File: config.mk
export PLATFORM = sky130hd
export DESIGN_NAME = pkmc_wbmaster_block
export DESIGN_NICKNAME = d
export VERILOG_FILES = /design/src/rtl/pkmc_wbm_pkg.sv /design/src/rtl/pkmc_wbm_timeout.sv /design/src/rtl/pkmc_wbmaster_block.sv
export SDC_FILE = /design/constraint.sdc
export NUM_CORES = 1
export LEC_CHECK = 0
export BUFFER_PORTS_ARGS = -buffer_cell sky130_fd_sc_hd__buf_2
export CAP_MARGIN = 25
export CORE_ASPECT_RATIO = 0.8
export CORE_MARGIN = 10
export CORE_UTILIZATION = 47
export CTS_CLUSTER_SIZE = 16
export DETAILED_ROUTE_END_ITERATION = 12
export MAX_ROUTING_LAYER = met4
export PLACE_DENSITY = 0.77
export SYNTH_ARGS = -nofsm -noshare
export SYNTH_HDL_FRONTEND = slang
export SYNTH_SLANG_ARGS = --single-unit
export TNS_END_PERCENT = 5
File: constraint.sdc
create_clock -name clk -period 2.15 [get_ports clk]
set_clock_uncertainty 0.1 [all_clocks]
set_input_delay 0.5375 -clock clk [delete_from_list [all_inputs] [get_ports clk]]
set_output_delay 0.5375 -clock clk [all_outputs]
set_load 0.02 [all_outputs]
File: src/rtl/pkmc_wbm_pkg.sv
// Shared definitions for the pkmc Wishbone master block: FSM state encoding,
// word stride, command length width and the default bus-stall timeout.
package pkmc_wbm_pkg;

    // Byte distance between consecutive word beats.
    localparam int unsigned WORD_STRIDE = 4;

    // Width of the command word-count field.
    localparam int unsigned LEN_WIDTH = 8;

    // Default number of stalled strobe cycles before a beat is aborted.
    localparam int unsigned TIMEOUT_DEFAULT = 256;

    // Transfer FSM states.
    typedef enum logic [2:0] {
        StIdle    = 3'd0,
        StFetch   = 3'd1,
        StBus     = 3'd2,
        StDeliver = 3'd3,
        StFinish  = 3'd4
    } wbm_state_e;

    // Address of the next word beat; wraps modulo 2^32.
    function automatic logic [31:0] next_word_addr(input logic [31:0] addr);
        return addr + 32'(WORD_STRIDE);
    endfunction

endpackage

File: src/rtl/pkmc_wbm_timeout.sv
// Bus-stall watchdog for the pkmc Wishbone master. Counts cycles where the
// strobe is high and the slave has answered with neither ack nor err, and
// flags expiry on the TIMEOUT-th such cycle. Only instantiated when the
// PKMC_WBM_TIMEOUT_EN macro is defined.
module pkmc_wbm_timeout
    import pkmc_wbm_pkg::*;
#(
    parameter int unsigned TIMEOUT = TIMEOUT_DEFAULT
) (
    input  logic clk,
    input  logic rst,
    input  logic stb,
    input  logic ack,
    input  logic err,
    output logic expire
);

    localparam int unsigned CntW = (TIMEOUT > 1) ? $clog2(TIMEOUT) : 1;

    logic [CntW-1:0] cnt_q;
    logic            stall;

    // A cycle counts as stalled only while the beat is outstanding.
    always_comb begin
        stall  = stb & ~ack & ~err;
        expire = stall & (cnt_q == CntW'(TIMEOUT - 1));
    end

    // Stall counter: restarts whenever the beat resolves, the strobe drops,
    // or the watchdog fires (so it never wraps past TIMEOUT-1).
    always_ff @(posedge clk) begin
        if (rst || !stall || expire) begin
            cnt_q <= '0;
        end else begin
            cnt_q <= cnt_q + 1'b1;
        end
    end

endmodule

File: src/rtl/pkmc_wbmaster_block.sv
// pkmc Wishbone classic initiator. Accepts a command (direction, start
// address, word count), then runs one single-word Wishbone beat per word:
// write data is pulled from the wr_* stream before each beat, read data is
// pushed onto the rd_* stream after each beat. cyc stays asserted across the
// whole burst. A bus error (or ack+err together) aborts the burst and the
// completion pulse carries error=1.
// Optional feature: define PKMC_WBM_TIMEOUT_EN to abort a beat after TIMEOUT
// stalled strobe cycles, exactly as if the slave had signalled an error.
module pkmc_wbmaster_block
    import pkmc_wbm_pkg::*;
#(
    parameter int unsigned TIMEOUT = TIMEOUT_DEFAULT
) (
    input  logic                 clk,
    input  logic                 rst,
    // Command handshake
    input  logic                 cmd_valid,
    output logic                 cmd_ready,
    input  logic                 cmd_write,
    input  logic [31:0]          cmd_addr,
    input  logic [LEN_WIDTH-1:0] cmd_len,
    // Write-data stream
    input  logic [31:0]          wr_data,
    input  logic                 wr_valid,
    output logic                 wr_ready,
    // Read-data stream
    output logic [31:0]          rd_data,
    output logic                 rd_valid,
    input  logic                 rd_ready,
    // Completion
    output logic                 done,
    output logic                 error,
    // Wishbone classic initiator
    output logic                 wb_cyc_o,
    output logic                 wb_stb_o,
    output logic                 wb_we_o,
    output logic [31:0]          wb_adr_o,
    output logic [3:0]           wb_sel_o,
    output logic [31:0]          wb_dat_o,
    input  logic [31:0]          wb_dat_i,
    input  logic                 wb_ack_i,
    input  logic                 wb_err_i
);

    wbm_state_e           state_q, state_d;
    logic [31:0]          addr_q;
    logic [31:0]          wdat_q;
    logic [31:0]          rdat_q;
    logic [LEN_WIDTH-1:0] len_q;
    logic                 dir_q;
    logic                 cyc_q;
    logic                 stb_q;
    logic                 err_q;

    logic                 cmd_fire;
    logic                 beat_ack;
    logic                 beat_err;
    logic                 last_beat;
    logic                 expire;

`ifdef PKMC_WBM_TIMEOUT_EN
    pkmc_wbm_timeout #(
        .TIMEOUT (TIMEOUT)
    ) u_timeout (
        .clk    (clk),
        .rst    (rst),
        .stb    (stb_q),
        .ack    (wb_ack_i),
        .err    (wb_err_i),
        .expire (expire)
    );
`else
    // Without the watchdog a beat waits for the slave forever.
    logic unused_timeout;
    assign unused_timeout = ^TIMEOUT;
    assign expire         = 1'b0;
`endif

    // Beat resolution: responses only count while our strobe is up, and an
    // error (or watchdog expiry) always beats a simultaneous ack.
    always_comb begin
        cmd_fire  = cmd_valid & cmd_ready;
        beat_err  = stb_q & (wb_err_i | expire);
        beat_ack  = stb_q & wb_ack_i & ~beat_err;
        last_beat = (len_q == LEN_WIDTH'(1));
    end

    // FSM state register.
    always_ff @(posedge clk) begin
        if (rst) begin
            state_q <= StIdle;
        end else begin
            state_q <= state_d;
        end
    end

    // FSM next-state logic.
    always_comb begin
        state_d = state_q;
        unique case (state_q)
            StIdle: begin
                if (cmd_fire) begin
                    if (cmd_len == '0) begin
                        state_d = StFinish;
                    end else if (cmd_write) begin
                        state_d = StFetch;
                    end else begin
                        state_d = StBus;
                    end
                end
            end
            StFetch: begin
                if (wr_valid) begin
                    state_d = StBus;
                end
            end
            StBus: begin
                if (beat_err) begin
                    state_d = StFinish;
                end else if (beat_ack) begin
                    if (!dir_q) begin
                        state_d = StDeliver;
                    end else if (last_beat) begin
                        state_d = StFinish;
                    end else begin
                        state_d = StFetch;
                    end
                end
            end
            StDeliver: begin
                // len_q was already decremented by the ack of this beat.
                if (rd_ready) begin
                    state_d = (len_q == '0) ? StFinish : StBus;
                end
            end
            StFinish: begin
                state_d = StIdle;
            end
            default: begin
                state_d = StIdle;
            end
        endcase
    end

    // Command context: latched on accept, advanced on every acked beat.
    always_ff @(posedge clk) begin
        if (rst) begin
            addr_q <= '0;
            len_q  <= '0;
            dir_q  <= 1'b0;
            err_q  <= 1'b0;
        end else begin
            if (cmd_fire) begin
                addr_q <= cmd_addr;
                len_q  <= cmd_len;
                dir_q  <= cmd_write;
                err_q  <= 1'b0;
            end else if (state_q == StBus) begin
                if (beat_err) begin
                    err_q <= 1'b1;
                end else if (beat_ack) begin
                    addr_q <= next_word_addr(addr_q);
                    len_q  <= len_q - 1'b1;
                end
            end
        end
    end

    // Bus control: stb rises the cycle after entering BUS and drops on the
    // edge that samples the response, so ack never reaches stb combinationally.
    // cyc spans the whole burst and only drops on the final ack or an error.
    always_ff @(posedge clk) begin
        if (rst) begin
            cyc_q <= 1'b0;
            stb_q <= 1'b0;
        end else if (state_q == StBus) begin
            if (!stb_q) begin
                cyc_q <= 1'b1;
                stb_q <= 1'b1;
            end else if (beat_err) begin
                cyc_q <= 1'b0;
                stb_q <= 1'b0;
            end else if (beat_ack) begin
                stb_q <= 1'b0;
                if (last_beat) begin
                    cyc_q <= 1'b0;
                end
            end
        end
    end

    // Data registers: write word captured from the stream, read word from the bus.
    always_ff @(posedge clk) begin
        if (rst) begin
            wdat_q <= '0;
            rdat_q <= '0;
        end else begin
            if ((state_q == StFetch) && wr_valid) begin
                wdat_q <= wr_data;
            end
            if ((state_q == StBus) && beat_ack && !dir_q) begin
                rdat_q <= wb_dat_i;
            end
        end
    end

    // FSM and bus outputs.
    always_comb begin
        cmd_ready = 1'b0;
        wr_ready  = 1'b0;
        rd_valid  = 1'b0;
        done      = 1'b0;
        error     = 1'b0;
        unique case (state_q)
            StIdle:    cmd_ready = ~rst;
            StFetch:   wr_ready  = 1'b1;
            StDeliver: rd_valid  = 1'b1;
            StFinish: begin
                done  = 1'b1;
                error = err_q;
            end
            default: ;
        endcase
        wb_cyc_o = cyc_q;
        wb_stb_o = stb_q;
        wb_we_o  = cyc_q & dir_q;
        wb_sel_o = cyc_q ? 4'hF : 4'h0;
        wb_adr_o = addr_q;
        wb_dat_o = wdat_q;
        rd_data  = rdat_q;
    end

endmodule

After elaboration in Yosys (flattened, before gate mapping)
Cells that the tools add are included.
{ "classes": {"n_addsub": 2, "n_eq_ne": 12, "n_mux": 32, "n_bitwise": 7, "n_reduce_logical": 14} }
{ "ops": {"columns": ["op", "count"], "rows": [
  ["32-bit two-way mux", 4],
  ["32-bit by 3-bit adder with 32-bit output (second input constant)", 1],
  ["8-bit two-way mux", 4],
  ["3-bit two-way mux", 9],
  ["8-bit zero test", 2],
  ["1-bit two-way mux", 12],
  ["3-bit one-hot mux with 4 select lines", 1],
  ["8-bit by 1-bit == test with 1-bit output (second input constant)", 1],
  ["2-bit inequality test (second input constant)", 4],
  ["8-bit by 1-bit subtractor with 8-bit output (second input constant)", 1],
  ["3-bit by 2-bit == test with 1-bit output (second input constant)", 2],
  ["3-bit by 1-bit inequality test with 1-bit output (second input constant)", 2],
  ["3-bit AND reduction", 2],
  ["1-bit AND", 5],
  ["4-bit two-way mux", 1],
  ["4-bit AND reduction", 1],
  ["2-bit nonzero test", 2],
  ["3-bit by 1-bit == test with 1-bit output (second input constant)", 1],
  ["3-bit == test (second input constant)", 1],
  ["1-bit logical AND", 3],
  ["3-bit zero test", 1],
  ["3-bit inequality test (second input constant)", 1],
  ["2-bit two-way mux", 1],
  ["1-bit inverter", 2],
  ["3 further kinds", 3]
]} }
{ "word_totals": {"reg_bits": 111, "input_bits": 112} }

Logic depth before layout (Yosys ltp)
{ "depth": {"word_depth": 7, "depth_mapped": 7, "mapped_depth_nobuf": 6} }

Worst setup path before layout
No wires, ideal clock.
{ "synth_timing": {"kind": "reg-to-reg", "start": "register addr_q[12] (netlist: wb_adr_o[12])", "end": "register addr_q[31] (netlist: wb_adr_o[31])", "setup_time_ns": 0.091, "t_arrival_ns": 1.879, "required_ns": 1.959, "slack_ns": 0.080, "path_stages_with_launch": 6, "n_path_buf": 0, "path_cell_list": "dfxtp_1 nand4_2 nor4_4 nand4_2 or3_1 a311oi_1"} }
{ "synth_via": {"elab_chain_cells": 5} }
{ "synth_lines": {"columns": ["item", "line", "text"], "rows": [
  ["from (decl)", "pkmc_wbmaster_block.sv:46", "logic [31:0] addr_q;"],
  ["from (signal assigned)", "pkmc_wbmaster_block.sv:154", "addr_q <= cmd_addr;"],
  ["from (signal assigned)", "pkmc_wbmaster_block.sv:162", "addr_q <= next_word_addr(addr_q);"],
  ["32-bit by 3-bit adder with 32-bit output", "pkmc_wbm_pkg.sv:25", "return addr + 32'(WORD_STRIDE);"],
  ["32-bit two-way mux", "pkmc_wbmaster_block.sv:161", "end else if (beat_ack) begin"],
  ["32-bit two-way mux", "pkmc_wbmaster_block.sv:159", "if (beat_err) begin"],
  ["32-bit two-way mux", "pkmc_wbmaster_block.sv:158", "end else if (state_q == StBus) begin"],
  ["32-bit two-way mux", "pkmc_wbmaster_block.sv:153", "if (cmd_fire) begin"]
]} }
No other way between the ends. The select of a mux whose other input is x is not followed.
A chain may end at the register's enable or synchronous reset.

Final worst setup path
{ "layout_timing": {"start": "register state_q[0]", "end": "output port cmd_ready"} }
{ "layout_via": {"elab_chain_cells": 2} }
{ "layout_lines": {"columns": ["item", "line", "text"], "rows": [
  ["from (decl)", "pkmc_wbmaster_block.sv:45", "wbm_state_e state_q, state_d;"],
  ["from (signal assigned)", "pkmc_wbmaster_block.sv:91", "state_q <= StIdle;"],
  ["from (signal assigned)", "pkmc_wbmaster_block.sv:93", "state_q <= state_d;"],
  ["3-bit zero test", "pkmc_wbmaster_block.sv:214", "unique case (state_q)"],
  ["1-bit two-way mux", "pkmc_wbmaster_block.sv:214", null],
  ["to (decl)", "pkmc_wbmaster_block.sv:18", "output logic cmd_ready,"]
]} }
No other way between the ends.

==> impl_metrics.env <==
export IMPL_layout_commonest_cell="buf_2"
export IMPL_clockBufferDepth=2
export IMPL_netlist_instances=618
export IMPL_core_mm2=0.0102
export IMPL_powerDensity_mw_per_mm2=877
export IMPL_hold_class="primary input to flop"
export IMPL_syn_to_final_growth_pct=31.8
export IMPL_startpoint_type="flop"
export IMPL_pre_cts_ws_ns=0.000632
export IMPL_yosysWarnings=0
export IMPL_cp_required_ns=1.51
export IMPL_grt_antenna_before_repair=0
export IMPL_grt_max_degree=60
export IMPL_row_count=33
export IMPL_power_frac_seq_pct=43.7
export IMPL_worst_path_buf_inv=1
export IMPL_ctsResizeCount=0
export IMPL_wl_per_cell_um=16.8
export IMPL_tns_ns=0
export IMPL_fillers=939
export IMPL_grt_use_total_pct=21.2
export IMPL_synth_edf_count=0
export IMPL_final_max_slew_viol_count=0
export IMPL_syn_avg_cell_area_um2=7.96
export IMPL_syn_nets=733
export IMPL_leakagePower_uw=0.00285
export IMPL_crit_end="cmd_ready"
export IMPL_wl_um=16300
export IMPL_synth_cell_types=56
export IMPL_peakVddDrop_mv=0.570
export IMPL_rr_worst_depth=5
export IMPL_die_h_um=111
export IMPL_p_int_uw=3780
export IMPL_drc=0
export IMPL_routabilityCongestion=0.899
export IMPL_reg2reg_slack_ns=0.15
export IMPL_critPathLaunch="state_q[0]$_SDFFE_PP0P_"
export IMPL_dpl_hpwl_um=12600
export IMPL_slowest_stage="or3_4"
export IMPL_synth_async_reset_ratio_pct=0
export IMPL_h_tree_depth=3
export IMPL_floorplan_initialDensity_pct=48.0
export IMPL_cp_arrival_ns=1.43
export IMPL_cts_tree="done"
export IMPL_synth_area_leaders="dfxtp_1 (45%), nand2_1 (11%), a21oi_1 (8.7%)"
export IMPL_cap_viol_max_count=0
export IMPL_r2r_start="wb_adr_o[6]$_SDFFE_PP0P_"
export IMPL_nNetsFinal=943
export IMPL_worst_pin_slew_ns=0.775
export IMPL_layout_common_cells="buf_2 (218), nand2_1 (149), dfxtp_1 (111)"
export IMPL_first_iter_violations=409
export IMPL_ant_nets=0
export IMPL_netlist_area_leader_share_pct=45.2
export IMPL_final_setup_viol_count=0
export IMPL_fin_crit_ns=2.06
export IMPL_clock_fmax_ghz=0.484
export IMPL_drive_above_1_share_pct=32.9
export IMPL_p_sw_uw=1910
export IMPL_io_pins=220
export IMPL_cts_buffers=9
export IMPL_path_max_fanout=7
export IMPL_hold_violations=0
export IMPL_clk_pin_slew_ns=0.07
export IMPL_relSlewSlack_pct=47.9
export IMPL_postCtsHoldBufs=0
export IMPL_yosysTopAreaCell="dfxtp_1"
export IMPL_switching_share_pct=33.5
export IMPL_cp_num_cells=3
export IMPL_setup_ws_ns=0.0858
export IMPL_vias_per_cell=5.36
export IMPL_grt_pass1_wl_um=25900
export IMPL_fp_dieW_um=134
export IMPL_insertion_delay_ns=0.34
export IMPL_dr_total_vias=5220
export IMPL_run_status="finished clean"
export IMPL_dp_cells=957
export IMPL_portBuffers=219
export IMPL_cts_root_buf="clkbuf_16"
export IMPL_diodes=0
export IMPL_worst_r2r_endpoint="wb_adr_o[31]$_SDFFE_PP0P_"
export IMPL_holdPathStages=3
export IMPL_first_global_vias=5190
export IMPL_crit_type="flop to output pin"
export IMPL_ys_seq_elements=111
export IMPL_synthFlopType="dfxtp_1"
export IMPL_pwr_share_clk_pct=29.1
export IMPL_drt_pass1_iterations=7
export IMPL_cp_end_kind="output pin"
export IMPL_syn_cell_area_mm2=0.00492
export IMPL_gr_total_overflow=0
export IMPL_stdcell_count=973
export IMPL_cp_slowest_stage_delay_ns=0.44
export IMPL_p_comb_share_pct=27.3
export IMPL_crit_family="simple AND/OR/NAND/NOR gates"
export IMPL_fin_crit_sh_pct=96.0
export IMPL_cts_num_sinks=111
export IMPL_crit_chain="or3_4 -> nor2_1 -> buf_2"
export IMPL_ys_seq_area_share_pct=45.2
export IMPL_cts_setup_buffers=0
export IMPL_die_area_mm2=0.0150
-- area by class of cell --
class,instances,area (µm²),share of cell area (%)
well taps,140,175,2.70
clock inverters,3,42.5,0.656
repair buffers,242,1280,19.8
flip-flops and latches,111,2220,34.3
multi-input cells,455,2470,38.2
clock buffers,13,250,3.86
inverters,9,33.8,0.521
-- logic make-up after synthesis --
group	synth area share [%]
and+or+nand+nor	26.4
muxes	0.204
DFF	45.2
AOI/OAI and AO/OA	19.1
adders and majority gates	0.763
xor gates and xnor gates	3.38
buffers and inverters	4.94
-- how the worst min path moves through the flow --
stage | start | endpoint | slack (ns)
2_1_floorplan | len_q[3]$_SDFFE_PP0P_ | len_q[3]$_SDFFE_PP0P_ | 0.37
3_3_place_gp | rd_data[3]$_SDFFE_PP0P_ | rd_data[3]$_SDFFE_PP0P_ | 0.34
3_5_place_dp | rd_data[4]$_SDFFE_PP0P_ | rd_data[4]$_SDFFE_PP0P_ | 0.34
4_1_cts | cmd_addr[1] | wb_adr_o[1]$_SDFFE_PP0P_ | 0.28
5_1_grt | cmd_addr[0] | wb_adr_o[0]$_SDFFE_PP0P_ | 0.30
6_report | cmd_addr[0] | wb_adr_o[0]$_SDFFE_PP0P_ | 0.30
-- flip-flops by register name, summed over array words and instances (netlist names) --
signal and cells:
rd_data 32, len_q 8, wb_adr_o 32, wb_cyc_o 1
state_q 3, dir_q 1, wb_stb_o 1, wb_dat_o 32
err_q 1
-- worst reg2reg max path, cell delays in order, from the launching register on --
cell,delay [ns]
dfxtp_1,0.41
nand3_1,0.26
nor3_2,0.33
nand4_2,0.16
or3_1,0.37
a311oi_1,0.27
-- cells in the mapped netlist, types with 4 or more instances --
cell type	count
nand4_1	15
buf_4	4
nand2_1	149
o21ai_1	11
nand3b_1	4
o21ai_0	4
o22ai_1	7
nor3_1	8
buf_2	6
a221oi_1	4
nor4_1	5
or3_1	5
clkbuf_1	30
nand3_1	14
a21oi_1	85
inv_1	9
a22oi_1	8
xor2_1	16
dfxtp_1	111
and2_1	5
a32oi_1	5
nor2_1	43
a211oi_1	14
a31oi_1	9
-- layer usage --
layer / wire length [µm] / GRT usage [%]
met1: 7050 / 25.1
met2: 7880 / 35.1
met4: 207 / 4.92
met5: 0 / -
met3: 1180 / 5.84
-- power by group through the flow --
stage	Clock, µW	Sequential [µW]	Combinational (µW)
final	1650	2480	1550
after global routing	1770	2520	1700
after CTS	1690	2480	1540
after detailed placement	0	2520	1540
after global placement	0	2510	1500
after floorplan	0	2690	811
-- per-stage QoR --
stage                     hold slack, ns  instance area (µm²)  power [µW]  util [%]
after CTS                          0.285                 6460        5700      63.1
after detailed placement           0.344                 6170        4060      60.3
after global routing               0.303                 6480        5980      63.3
after floorplan                    0.368                 4920        3500         -
final                              0.295                 6480        5690      63.3
after global placement             0.339                 6170        4010      60.3
(Power assumes the default switching activity.)
